**src/rtl/sync_fifo_pkg.sv**
```systemverilog
// sync_fifo_pkg: shared defaults and pointer/count width helpers for sync_fifo.
package sync_fifo_pkg;

    localparam int DEFAULT_DATA_WIDTH = 8;
    localparam int DEFAULT_DEPTH      = 8;

    // Pointer width for a given depth; a depth of 1 still needs one address bit.
    function automatic int ptr_width(input int depth);
        return (depth > 1) ? $clog2(depth) : 1;
    endfunction

    // Pointer and occupancy types for the default configuration.
    typedef logic [$clog2(DEFAULT_DEPTH)-1:0] ptr_t;
    typedef logic [$clog2(DEFAULT_DEPTH):0]   count_t;

endpackage

```
**src/rtl/sync_fifo_mem.sv**
```systemverilog
// sync_fifo_mem: DEPTH x DATA_WIDTH storage with one write port and one
// registered read port. The array itself is never reset; only the read
// register is cleared so the FIFO output starts at a known zero.
module sync_fifo_mem
    import sync_fifo_pkg::*;
#(
    parameter int DATA_WIDTH = DEFAULT_DATA_WIDTH,
    parameter int DEPTH      = DEFAULT_DEPTH,
    parameter int ADDR_W     = ptr_width(DEPTH)
) (
    input  logic                  clk,
    input  logic                  rst,
    input  logic                  we,
    input  logic [ADDR_W-1:0]     waddr,
    input  logic [DATA_WIDTH-1:0] wdata,
    input  logic                  re,
    input  logic [ADDR_W-1:0]     raddr,
    output logic [DATA_WIDTH-1:0] rdata
);

    logic [DATA_WIDTH-1:0] mem_q [DEPTH];
    logic [DATA_WIDTH-1:0] rdata_d;
    logic [DATA_WIDTH-1:0] rdata_q;

    // Storage write; contents survive reset.
    always_ff @(posedge clk) begin
        if (we) begin
            mem_q[waddr] <= wdata;
        end
    end

    // Next read-data value: load on a read, otherwise hold.
    always_comb begin
        rdata_d = rdata_q;
        if (re) begin
            rdata_d = mem_q[raddr];
        end
    end

    // Read-data register, cleared by reset.
    always_ff @(posedge clk) begin
        if (rst) begin
            rdata_q <= '0;
        end else begin
            rdata_q <= rdata_d;
        end
    end

    assign rdata = rdata_q;

endmodule

```
**src/rtl/sync_fifo.sv**
```systemverilog
// sync_fifo: single-clock FIFO with one operation-select input.
// Define SYNC_FIFO_ASSERT_EN to compile in the protocol/consistency assertions.
//
// Request semantics: each cycle en=1 is a write request and en=0 is a read
// request. A write while full and a read while empty are silently ignored;
// the full/empty flags tell the surrounding logic in advance when that
// will happen. There is no back-pressure handshake beyond those flags.
module sync_fifo
    import sync_fifo_pkg::*;
#(
    parameter int DATA_WIDTH = DEFAULT_DATA_WIDTH,
    parameter int DEPTH      = DEFAULT_DEPTH
) (
    input  logic                  clk,
    input  logic                  rst,
    input  logic                  en,
    input  logic [DATA_WIDTH-1:0] data_in,
    output logic [DATA_WIDTH-1:0] data_out,
    output logic                  full,
    output logic                  empty
);

    localparam int PTR_W = ptr_width(DEPTH);
    localparam int CNT_W = PTR_W + 1;

    logic [PTR_W-1:0] wr_ptr_d, wr_ptr_q;
    logic [PTR_W-1:0] rd_ptr_d, rd_ptr_q;
    logic [CNT_W-1:0] count_d, count_q;
    logic             do_write;
    logic             do_read;

    // Flags come straight from the occupancy count.
    assign full  = (count_q == CNT_W'(DEPTH));
    assign empty = (count_q == '0);

    // Accepted operations and next pointer/count values. Pointers wrap
    // naturally because DEPTH is a power of two.
    always_comb begin
        do_write = en && !full;
        do_read  = !en && !empty;
        wr_ptr_d = wr_ptr_q;
        rd_ptr_d = rd_ptr_q;
        count_d  = count_q;
        if (do_write) begin
            wr_ptr_d = wr_ptr_q + PTR_W'(1);
            count_d  = count_q + CNT_W'(1);
        end else if (do_read) begin
            rd_ptr_d = rd_ptr_q + PTR_W'(1);
            count_d  = count_q - CNT_W'(1);
        end
    end

    // Pointer and count registers; reset wins over any request.
    always_ff @(posedge clk) begin
        if (rst) begin
            wr_ptr_q <= '0;
            rd_ptr_q <= '0;
            count_q  <= '0;
        end else begin
            wr_ptr_q <= wr_ptr_d;
            rd_ptr_q <= rd_ptr_d;
            count_q  <= count_d;
        end
    end

    sync_fifo_mem #(
        .DATA_WIDTH (DATA_WIDTH),
        .DEPTH      (DEPTH),
        .ADDR_W     (PTR_W)
    ) u_mem (
        .clk   (clk),
        .rst   (rst),
        .we    (do_write && !rst),
        .waddr (wr_ptr_q),
        .wdata (data_in),
        .re    (do_read),
        .raddr (rd_ptr_q),
        .rdata (data_out)
    );

`ifdef SYNC_FIFO_ASSERT_EN
    a_flags_exclusive: assert property (@(posedge clk) disable iff (rst) !(full && empty))
        else $error("sync_fifo: full and empty both high");
    a_count_range: assert property (@(posedge clk) disable iff (rst) count_q <= CNT_W'(DEPTH))
        else $error("sync_fifo: count exceeds depth");
    a_no_overflow: assert property (@(posedge clk) disable iff (rst) !(en && full))
        else $error("sync_fifo: write while full dropped");
    a_no_underflow: assert property (@(posedge clk) disable iff (rst) !(!en && empty))
        else $error("sync_fifo: read while empty ignored");
`endif

endmodule

```
**config.mk**
```make
export PLATFORM = sky130hd
export DESIGN_NAME = sync_fifo
export DESIGN_NICKNAME = d
export VERILOG_FILES = /design/src/rtl/sync_fifo_pkg.sv /design/src/rtl/sync_fifo_mem.sv /design/src/rtl/sync_fifo.sv
export SDC_FILE = /design/constraint.sdc
export NUM_CORES = 1
export LEC_CHECK = 0
export CAP_MARGIN = 20
export CORE_MARGIN = 2
export CORE_UTILIZATION = 52
export DETAILED_ROUTE_END_ITERATION = 16
export HOLD_SLACK_MARGIN = 0.02
export PLACE_DENSITY = 0.81
export SLEW_MARGIN = 20
export SYNTH_ARGS = -nofsm -noshare
export SYNTH_HDL_FRONTEND = slang
export SYNTH_SLANG_ARGS = --single-unit
```
**constraint.sdc**
```tcl
create_clock -name clk -period 2.4 [get_ports clk]
set_input_delay 0.48 -clock clk [delete_from_list [all_inputs] [get_ports clk]]
set_output_delay 0.48 -clock clk [all_outputs]
set_load 0.02 [all_outputs]
```
# --- Yosys cells after proc, flatten, opt, wreduce, memory -nomap -nowiden ---
# Memory sizes are Yosys's and may differ from the RTL's. A register that Yosys moved wholly into a read port is not among the register bits.
# Index checks and enable logic that the tools add are counted.
totals:
  elab_cells: 24
  in_bits: 11
  output_inout_bits: 10
  regBits: 10
  mem_count: 1
  ramBits: 64
op_classes:
  n_eq_ne: 1
  muxes: 4
  n_reduce_logical: 10
  addsub: 4
  bitwise: 1
memory_table:
  columns: ["name", "words", "word_bits", "read_ports", "rd_clocked_by_memory_dff", "wr", "line", "text"]
  rows:
  - ["u_mem.mem_q", 8, 8, 1, 1, 1, "sync_fifo_mem.sv:21", "logic [DATA_WIDTH-1:0] mem_q [DEPTH];"]
op_table:
  columns: ["operator", "n"]
  rows:
  - ["$mux 4", 2]
  - ["$add 3x1->3 const B", 2]
  - ["$add 4x1->4 const B", 1]
  - ["$eq 4x4->1 const B", 1]
  - ["$logic_not 1->1", 4]
  - ["$logic_not 4->1", 1]
  - ["$sub 4x1->4 const B", 1]
  - ["$logic_and 1x1->1", 3]
  - ["$mux 1", 2]
  - ["$reduce_and 2->1", 1]
  - ["$reduce_bool 2->1", 1]
  - ["$not 1->1", 1]

# --- Depth between registers and ports, before layout ---
# Gate-level depths: netlist of the first run.
logic_depth:
  word_depth: 6
  mapped_depth: 8
  ltp_nobuf: 7

# --- Cells and area by module ---
# A second synthesis of the first run with hierarchy kept.
hier_totals:
  hier_cells: 224
  hier_area_um2: 3369.5
modules_own_cells:
  columns: ["module", "seq_area_each_um2", "area_each_um2", "n_inst", "cells_per_inst"]
  rows:
  - ["sync_fifo_mem", 2082.0, 2812.7, 1, 162]
  - ["sync_fifo", 200.2, 556.8, 1, 62]

# --- Worst setup path before layout of the first run ---
# OpenSTA, ideal clock, no wires.
synth_path:
  path_type: "register to register"
  startpoint: "reg count_q[0]"
  endpoint: "reg count_q[3]"
  arrival_ps: 2252
  setup_ps: 121
  required_time_ps: 2279
  n_path_buf: 1
  slack_ps: 26
  synth_period_minus_slack_ps: 2374
  stages_incl_launch_ff: 9
  cell_sequence: "dfxtp_1 > or4b_1 > buf_6 > nand2_8 > ha_1 > a21o_1 > a21oi_4 > mux2i_4 > mux2_4"
synth_via:
  elab_chain_cells: 4
  word_cells_on_any_way: 11
  cone_classes: "2 x add/sub; 1 x eq/ne; 2 x mux; 6 x reduce/logical"
synth_rtl:
  columns: ["item", "line", "text"]
  rows:
  - ["start, declared", "sync_fifo.sv:28", "logic [CNT_W-1:0] count_d, count_q;"]
  - ["start signal, assigned", "sync_fifo.sv:62", "count_q <= count_d;"]
  - ["branches (longest 4 deep; another with $sub 4x1->4)", null, null]
# Parallel ways; which one is timed is not known. The select of a mux whose other input is x is not followed.
# A chain may end at the register's enable or synchronous reset.

# --- Worst setup path after layout of the first run ---
layout_path:
  startpoint: "reg count_q[3]"
  endpoint: "out empty"
layout_via:
  elab_chain_cells: 1
layout_rtl:
  columns: ["item", "line", "text"]
  rows:
  - ["$logic_not 4->1", "sync_fifo.sv:34", "assign empty = (count_q == '0);"]
  - ["end, declared", "sync_fifo.sv:20", "output logic empty"]
# No other way between the ends.

==> impl_metrics.ini, run 1 <==
[sta]
setup-violations-final = 0
relSlewSlack = 0.684
setup_ws_ns = 0.112
fin_setup_tns_ns = 0
finalHoldViolCount = 0
clock_skew_ns = 0.00684
worst_slew_pin_slew_ns = 0.474
period_minus_slack_ns = 2.29
rsz0062_at_grt = no
finalCritPeriodShare = 0.953
slew_violations = 0
fmax_mhz = 437

[drt]
final_antenna_net_count = 0
drc_errors = 0
dr.pass1.iters = 4
wl_per_cell_um = 18.4
drt_first_iter_violations = 136
dr_total_vias = 1776
vias_per_cell = 5.57
drt-total-wl_um = 5870

[layout]
drive_gt1_frac = 0.266
area_growth_pct = 19.0
final_common_cell = edfxtp_1
final_area_sq_mm = 0.00385
fill_cells = 427
layout_common_cells = 64 x edfxtp_1, 25 x buf_4, 22 x nor2_1, 18 x dfxtp_1, 18 x clkdlybuf4s50_1
finish.utilization = 0.647
nets = 255
multi_input_area_sq_um = 893
antenna_cells = 0
regArea_sq_mm = 0.00228

[hold_path]
hold_class = reg2reg

[worst_setup_path]
startpoint_type = flip-flop
worstSetupPathType = reg2out
worstPathRequired_ns = 1.92
arrival_ns = 1.81
end_kind = output port
critPathMaxFanout = 5

[place]
gp_congestion = 0.771
numPortBuffers = 20
dp_slack_ns = -0.0646
place_hpwl_um = 3880
placed_area_sq_mm = 0.00367

[clock_network]
clkTransAtPathRegs_ns = 0.08
cts_tree = done
cts.path.max_buffers = 2
numClockSinks = 82
root_buffer = clkbuf_8
numCtsBuffers = 9
cts-hold-fix-buffers = 0
h-tree-depth = 3
clk_latency_ns = 0.36

[job]
max_cap_viol_count = 0

[synthesis]
yosys_warnings = 0
synth_edf_count = 64
syn_inst = 191
syn_area_sq_mm = 0.00324
async_flop_share = 0
ys_ff_latch = 82
synth_flop_cell = edfxtp_1
postSynthAreaPerCell_sq_um = 17.0
synthDistinctLibCells = 32
ys_seq_area_frac = 0.705
syn_nets = 207

[global_route]
antenna_found_initial = 0
track_usage = 0.181
grt_pass1_wl_um = 9310
grt_pass1_vias = 1754
grt_max_degree = 19
overflow = 0

[pwr]
p_leak_nw = 1.34
ir_drop_uv = 650
powerDensity_mw_per_mm2 = 974

[floorplanning]
die_width_um = 82.9
core-area_sq_mm = 0.00596
start_util = 0.544
die_h_um = 82.9
ios = 21
dieArea_sq_mm = 0.00687
row_count = 28

[outcome]
status = completed
## worst max-delay path: stages, from the launching register on
cell and delay, ns:
dfxtp_1 0.32, buf_4 0.14, or4_4 0.58, inv_2 0.08, dlygate4sd2_1 0.32
## logic make-up (layout without fill, tap and decap cells)
family          after synthesis  after routing  share of synthesized area
flops                        82             82                      0.705
fa+ha+maj                     5              5                     0.0216
compound gates               13             13                     0.0282
simple gates                 54             54                     0.0858
buf+inv                      13             66                     0.0205
xor+xnor                      6              6                     0.0162
mux                          18             18                      0.123
## registers in the layout, indices dropped and copies added (netlist names)
name / cells
count_q: 4
rd_ptr_q: 3
u_mem.mem_q: 64
u_mem.rdata: 8
wr_ptr_q: 3
## layer usage
| layer | GRT usage | part of all wire | wire length (um) |
|---|---|---|---|
| met1 | 0.240 | 0.43 | 2530 |
| met2 | 0.283 | 0.50 | 2950 |
| met3 | 0.0557 | 0.053 | 311 |
| met4 | 0.0715 | 0.014 | 82 |
| met5 | 0 | 0 | 0 |
## synth_stat cells (2+ instances only)
master	n	area (sq um)
mux4_2	16	360
o22ai_1	8	50.1
ha_1	4	50.1
xor2_1	2	17.5
buf_4	2	15.0
nor3_1	13	65.1
nand3_2	2	20.0
nand3_1	4	20.0
xnor2_1	4	35.0
buf_2	2	10.0
clkbuf_1	2	7.51
dfxtp_1	18	360
nand2_1	6	22.5
a21oi_1	2	10.0
inv_1	4	15.0
nor2_1	22	82.6
edfxtp_1	64	1920
a21o_1	2	15.0
## area by class of cell
cell class | instances | area share
inverters | 5 | 0.00487
well taps | 75 | 0.0244
multi-input cells | 96 | 0.232
clock buffers | 11 | 0.0393
clock inverters | 5 | 0.00747
repair buffers | 45 | 0.100
flip-flops and latches | 82 | 0.592
## power breakdown
group	leakage, nW	switching (W)	internal (W)
combinational	0.521	0.000543	0.000568
sequential	0.726	0.0000774	0.00166
clock	0.0904	0.000484	0.000425
total	1.34	0.00110	0.00265
## repair_timing
action	CTS	global route
endpoints found under the hold margin	0	0
endpoints found under the setup margin	2	0
resized for setup	3	0
setup buffers	0	0
## per-stage QoR
| stage | power [W] | hold slack, ns | cells |
|---|---|---|---|
| 3_5_place_dp | 0.00290 | 0.482 | 303 |
| 3_3_place_gp | 0.00286 | 0.479 | 303 |
| 5_1_grt | 0.00395 | 0.523 | 319 |
| 6_report | 0.00375 | 0.495 | 319 |
| 4_1_cts | 0.00378 | 0.498 | 319 |
| 2_1_floorplan | 0.00253 | 0.467 | 191 |
## worst paths after layout
path                                      from              to  slack [ns]  cells after the start
worst max-delay path                count_q[3]           empty        0.11                      4
worst min-delay path            u_mem.rdata[6]  u_mem.rdata[6]        0.50                      2
worst max register to register      count_q[0]      count_q[3]        0.13                      7
worst min register to register  u_mem.rdata[6]  u_mem.rdata[6]        0.50                      2
(Power assumes the default switching activity.)
==> inputs of run 2 (changes only) <==
- MAX_ROUTING_LAYER: unset -> met4
==> run 2 against run 1 <==
Against the previous run:
- global-route usage rose by 0.47 points
- total power is 0.24% lower
- register-to-register slack is essentially flat
- sequential share of layout area unchanged
- cell count unchanged
- via count fell by 0.51%
- clock-buffer cell count unchanged
- clock power fell by 1%
- routed wire length is 1.1% lower
- clock skew barely moved
==> impl_metrics.ini, run 2 (synthesized netlist as in run 1, its figures left out) <==
[sta]
slew_violations = 0
fmax_mhz = 438
clock_skew_ns = 0.00704
finalHoldViolCount = 0
setup_ws_ns = 0.116
finalCritPeriodShare = 0.952
worst_slew_pin_slew_ns = 0.480
period_minus_slack_ns = 2.28
setup-violations-final = 0
relSlewSlack = 0.680
fin_setup_tns_ns = 0
rsz0062_at_grt = no

[layout]
fill_cells = 427
drive_gt1_frac = 0.266
nets = 255
top_register = u_mem.mem_q
antenna_cells = 0
layout_common_cells = 64 x edfxtp_1, 25 x buf_4, 22 x nor2_1, 18 x dfxtp_1, 18 x clkdlybuf4s50_1
multi_input_area_sq_um = 893
final_common_cell = edfxtp_1
area_growth_pct = 19.0
largest_reg_flops = 64
regArea_sq_mm = 0.00228

[worst_setup_path]
arrival_ns = 1.80
startpoint_type = flip-flop
crit_family = simple AND/OR/NAND/NOR gates
rr_endpoint = count_q[3]
end_kind = output port
crit_buf_inv = 3
worstPathRequired_ns = 1.92
cp_slowest_cell = or4_4
reg2reg_slack_ns = 0.13
critPathMaxStageDelay_ns = 0.58
critPathMaxFanout = 5
path_cells = buf_4 > or4_4 > inv_2 > dlygate4sd2_1
worstSetupPathType = reg2out
ff2ff_path_depth = 7
r2r_start = count_q[0]

[floorplanning]
start_util = 0.544
row_count = 28
dieArea_sq_mm = 0.00687
ios = 21
core-area_sq_mm = 0.00596
die_h_um = 82.9
die_width_um = 82.9

[hold_path]
hold_start = u_mem.rdata[6]
hold_depth = 2
holdPathEnd = u_mem.rdata[6]
hold_class = reg2reg

[drt]
drt-total-wl_um = 5810
dr.pass1.iters = 4
wl_per_cell_um = 18.2
dr_total_vias = 1767
drt_first_iter_violations = 139
final_antenna_net_count = 0
drc_errors = 0
vias_per_cell = 5.54

[clock_network]
clkTransAtPathRegs_ns = 0.08
cts-hold-fix-buffers = 0
root_buffer = clkbuf_8
numClockSinks = 82
numCtsBuffers = 9
cts_tree = done
clk_latency_ns = 0.35
cts.path.max_buffers = 2
h-tree-depth = 3

[pwr]
p_leak_nw = 1.34
ir_drop_uv = 644
powerDensity_mw_per_mm2 = 971

[global_route]
antenna_found_initial = 0
grt_pass1_wl_um = 9290
grt_pass1_vias = 1768
track_usage = 0.186
grt_max_degree = 19
overflow = 0

[job]
max_cap_viol_count = 0

[place]
place_hpwl_um = 3880
numPortBuffers = 20
dp_slack_ns = -0.0646
gp_congestion = 0.781

[outcome]
status = completed
==> run 2: how the worst max path moves through the flow <==
stage                    start    endpoint  slack [ns]  depth (start not counted)
floorplan           count_q[0]  count_q[3]        0.03                          8
global placement            en  count_q[3]       -0.04                          7
detailed placement          en  count_q[3]       -0.06                          7
CTS                 count_q[3]       empty        0.09                          4
global route        count_q[3]       empty        0.06                          4
finish              count_q[3]       empty        0.12                          4
==> run 2: area by class of cell <==
class,count,share of cell area
Clock buffer,11,0.0393
Timing Repair Buffer,45,0.100
Clock inverter,5,0.00747
Sequential cell,82,0.592
Inverter,5,0.00487
Multi-Input combinational cell,96,0.232
Tap cell,75,0.0244
==> run 2: layer usage <==
layer	share of wire	up-vias	GRT usage
met5	0	-	-
met4	0.017	0	0.0805
met3	0.041	9	0.0467
met2	0.50	35	0.284
met1	0.44	894	0.240
li1	-	829	-
==> run 2: power breakdown <==
| part | internal [W] | leakage [nW] | switching [W] | total, W |
|---|---|---|---|---|
| clock | 0.000425 | 0.0904 | 0.000475 | 0.000900 |
| combinational | 0.000568 | 0.521 | 0.000543 | 0.00111 |
| sequential | 0.00166 | 0.726 | 0.0000774 | 0.00173 |
==> run 2: through the flow <==
stage	hold slack [ns]	instances	util	instance area [sq um]	total power, W
global placement	0.479	303	0.617	3670	0.00286
CTS	0.498	319	0.647	3850	0.00378
global route	0.523	319	0.647	3850	0.00394
finish	0.496	319	0.647	3850	0.00374
floorplan	0.467	191	-	3240	0.00253
detailed placement	0.482	303	0.617	3670	0.00290
==> run 2: worst min-delay path, cell delays in order, from the launching register on <==
cell and delay, ns:
dfxtp_1 0.31, nor2_1 0.10, nor3_1 0.05
==> run 2: repair_timing <==
item,4_1_cts,5_1_grt
buffers inserted,0,0
resized for setup,3,0
setup endpoints to repair,2,0
endpoints found under the hold margin,0,0
==> RTL edit 1, RTL diff (settings of run 2) <==
Reset style: asynchronous (`rst`), changed in 2 clocked blocks.
--- a/src/rtl/sync_fifo_mem.sv
+++ b/src/rtl/sync_fifo_mem.sv
@@ -38,7 +38,7 @@
     end
 
     // Read-data register, cleared by reset.
-    always_ff @(posedge clk) begin
+    always_ff @(posedge clk or posedge rst) begin
         if (rst) begin
             rdata_q <= '0;
         end else begin
--- a/src/rtl/sync_fifo.sv
+++ b/src/rtl/sync_fifo.sv
@@ -51,7 +51,7 @@
     end
 
     // Pointer and count registers; reset wins over any request.
-    always_ff @(posedge clk) begin
+    always_ff @(posedge clk or posedge rst) begin
         if (rst) begin
             wr_ptr_q <= '0;
             rd_ptr_q <= '0;
Formal check against the unedited RTL: differs if rst is asserted again (counterexample within 4 cycles, from zero or initial values and one cycle with rst high); with rst held inactive, the same outputs for 10 cycles.
==> RTL edit 1 against run 2 <==
Hold slack better by 0.0092 ns. Register-to-register slack better by 0.29 ns. Die area is 3.0% higher. Sequential cell count stayed put. Total power is 20% higher. Routed wire length is 5.6% higher. Largest cell class unchanged. Clock power is 16% higher. Clock skew is 0.00093 ns lower. Synthesized area is 3.1% higher. Synthesized cell count is 11% higher. Critical path depth is 1 lower. Design area is 1.3% higher. Setup slack worse by 0.019 ns. Via count is 3.5% higher.
==> RTL edit 1: results <==
[outcome]
status = finished, final reports clean

[detailed_routing]
vias_per_cell = 5.54
m1WireLength_um = 2780
wl_um = 6130
drtIter0Drc = 140

[pwr]
power.internal_w = 0.00304
ir_drop_mv = 1.01
p_leak_nw = 1.47

[global_routing]
grtUsageMet3_pct = 5.11
track_usage_pct = 19.5
gr-usage-met1_pct = 26.5
first_global_vias = 1819
grt_use_met2_pct = 28.3
grt_max_degree = 35

[logic_synthesis]
synth_area_leaders = edfxtp_1 (58%), dfrtp_1 (13%), mux2i_1 (9.9%), a22oi_1 (3.6%), xnor2_1 (1.6%)
ys_top_cells_by_count = edfxtp_1 (64), mux2i_1 (33), dfrtp_1 (18)
async_flop_share_pct = 22.0
ys_types = 31

[timing]
relSlewSlack_pct = 61.7
fin_skew_ns = 0.00610

[worst_setup_path]
timing.rr.end = count_q[3]
r2r-start = count_q[1]
r2r_slack_ns = 0.42
cp_max_fo = 4

[hold_path]
hold_end = u_mem.rdata[3]
hold_start = u_mem.rdata[3]

[final_layout]
layout-drive-gt1-share_pct = 13.8
fillers = 460

[place]
place_congestion = 0.755
place_area_mm2 = 0.00369
[RTL edit 1: worst max-delay path, cell delays in order, from the launching register on]
cell and delay, ns:
dfrtp_1 0.47, nor3_4 0.26, and2_1 0.15, clkdlybuf4s50_1 0.59
[RTL edit 1: kinds of logic (layout without fill, tap and decap cells)]
| group | Yosys count | count (layout) |
|---|---|---|
| xor gates and xnor gates | 7 | 7 |
| buffers and inverters | 11 | 52 |
| muxes | 34 | 34 |
| DFF | 82 | 82 |
| and+or+nand+nor | 46 | 46 |
| adders and majority gates | 5 | 5 |
| AOI/OAI and AO/OA | 27 | 27 |
[RTL edit 1: worst max-delay path by stage]
stage               startpoint           endpoint  depth (start not counted)  slack, ns
floorplan                  rst  u_mem.mem_q[1][0]                          3       0.27
global placement            en         count_q[3]                          8       0.13
detailed placement          en         count_q[3]                          8       0.07
CTS                 count_q[0]               full                          3       0.03
global route        count_q[1]               full                          3      0.001
finish              count_q[1]               full                          3        0.1
[RTL edit 1: area by class of cell]
type                    count  area, um2  area share [%]
clock buffers              12        135            3.46
well taps                  77       96.3            2.47
flip-flops and latches     82       2370            60.8
multi-input cells         119        918            23.5
clock inverters             4       68.8            1.76
inverters                   2       7.51           0.192
repair buffers             34        305            7.82
[RTL edit 1: through the flow]
stage | setup slack (ns) | hold slack [ns] | std cells | power, W | util, %
2_1_floorplan | 0.267 | 0.427 | 212 | 0.00302 | -
3_3_place_gp | 0.130 | 0.486 | 314 | 0.00343 | 58.8
3_5_place_dp | 0.0672 | 0.490 | 314 | 0.00348 | 58.8
4_1_cts | 0.0273 | 0.510 | 330 | 0.00453 | 62.2
5_1_grt | 0.00138 | 0.540 | 330 | 0.00476 | 62.2
6_report | 0.0972 | 0.505 | 330 | 0.00449 | 62.2
==> RTL edit 2, RTL diff (settings of run 2) <==
Made on the original files. `DEFAULT_DEPTH`: 8 -> 16.
--- a/src/rtl/sync_fifo_pkg.sv
+++ b/src/rtl/sync_fifo_pkg.sv
@@ -2,7 +2,7 @@
 package sync_fifo_pkg;
 
     localparam int DEFAULT_DATA_WIDTH = 8;
-    localparam int DEFAULT_DEPTH      = 8;
+    localparam int DEFAULT_DEPTH      = 16;
 
     // Pointer width for a given depth; a depth of 1 still needs one address bit.
     function automatic int ptr_width(input int depth);
Function: changed (Yosys sat finds a counterexample within 10 cycles, from zero or initial values and one cycle with rst high).
==> RTL edit 2 against run 2 <==
Design area up 82%. Sequential cell count up 67. Fmax down 1.8%. Routed wire length up 110%. Synthesized area up 83%. Setup slack worse by 0.042 ns. Critical path depth down 1. Total power up 95%. Via count up 88%. Highest routed layer unchanged.
==> RTL edit 2: results <==
[cts]
clk_pin_slew_ns = 0.06
htree_levels = 4
clk_latency_ns = 0.42
cts_root_buf = clkbuf_16

[logic_synthesis]
ys_ff_latch = 149
syn_area_per_cell_um2 = 16.6
synth.area.mux_share_pct = 11.7
synth_area_leaders = edfxtp_1 (65%), dfxtp_1 (7.1%), mux4_2 (6.1%), mux2i_1 (5.6%), nor2_1 (2.5%)
synth_nets = 376
ys_top_cells_by_count = edfxtp_1 (128), nor2_1 (39), mux2i_1 (33)

[final_layout]
final-seq-area_mm2 = 0.00427
final_area_mm2 = 0.00701
layout-drive-gt1-share_pct = 18.5
fillers = 746
nets = 423

[outcome]
status = finished, final reports clean

[detailed_routing]
drtIter0Drc = 340
vias_per_cell = 5.97
wl_per_cell_um = 21.5
first_pass_iters = 5

[global_routing]
first_global_vias = 3432
grt_pass1_wl_um = 18700
grt_use_met2_pct = 33.4
grt_max_degree = 35

[timing]
relSlewSlack_pct = 50.9
period_needed_ns = 2.33

[worst_setup_path]
timing.rr.end = count_q[4]
arrival_ns = 1.85
setup.worst_path.end = full
==> RTL edit 2: cell count changes after synthesis, sizes merged, moves of 3 or more <==
cell / before / now
a211oi: 0 / 3
dfxtp: 18 / 21
buf: 6 / 15
o22ai: 8 / 16
ha: 4 / 8
mux2i: 1 / 33
nor2: 23 / 39
nor3: 13 / 8
nand3: 6 / 3
a22o: 0 / 8
edfxtp: 64 / 128
nor4: 0 / 11
==> RTL edit 2: how the worst min path moves through the flow <==
stage	startpoint	end	slack, ns	cells after the start
after floorplan	count_q[0]	count_q[0]	0.46	1
after global placement	count_q[0]	count_q[0]	0.48	1
after detailed placement	u_mem.rdata[2]	u_mem.rdata[2]	0.49	2
after CTS	u_mem.rdata[4]	u_mem.rdata[4]	0.50	2
after global routing	u_mem.rdata[0]	u_mem.rdata[0]	0.52	2
final	u_mem.rdata[2]	u_mem.rdata[2]	0.50	2
==> RTL edit 2: routing by layer <==
metal	share of wire, %	routed length, um
met5	0	0
met1	41	4940
met4	2.2	264
met2	50	5990
met3	6.4	760
==> RTL edit 2: power groups by stage <==
stage / logic, W / registers (W) / clock network (W)
2_1_floorplan: 0.00101 / 0.00317 / 0
3_3_place_gp: 0.00152 / 0.00314 / 0
3_5_place_dp: 0.00157 / 0.00316 / 0
4_1_cts: 0.00158 / 0.00310 / 0.00265
5_1_grt: 0.00171 / 0.00312 / 0.00277
6_report: 0.00157 / 0.00311 / 0.00264
==> RTL edit 2: critical path, cell delays in order (launching register included) <==
cell,delay [ns]
dfxtp_1,0.37
or4_1,0.61
nor2_1,0.11
dlygate4sd2_1,0.34
==> RTL edit 2: what timing repair did <==
| item | 4_1_cts | 5_1_grt |
|---|---|---|
| setup endpoints to repair | 2 | 0 |
| setup buffers | 0 | 0 |
| gates resized for setup | 2 | 0 |
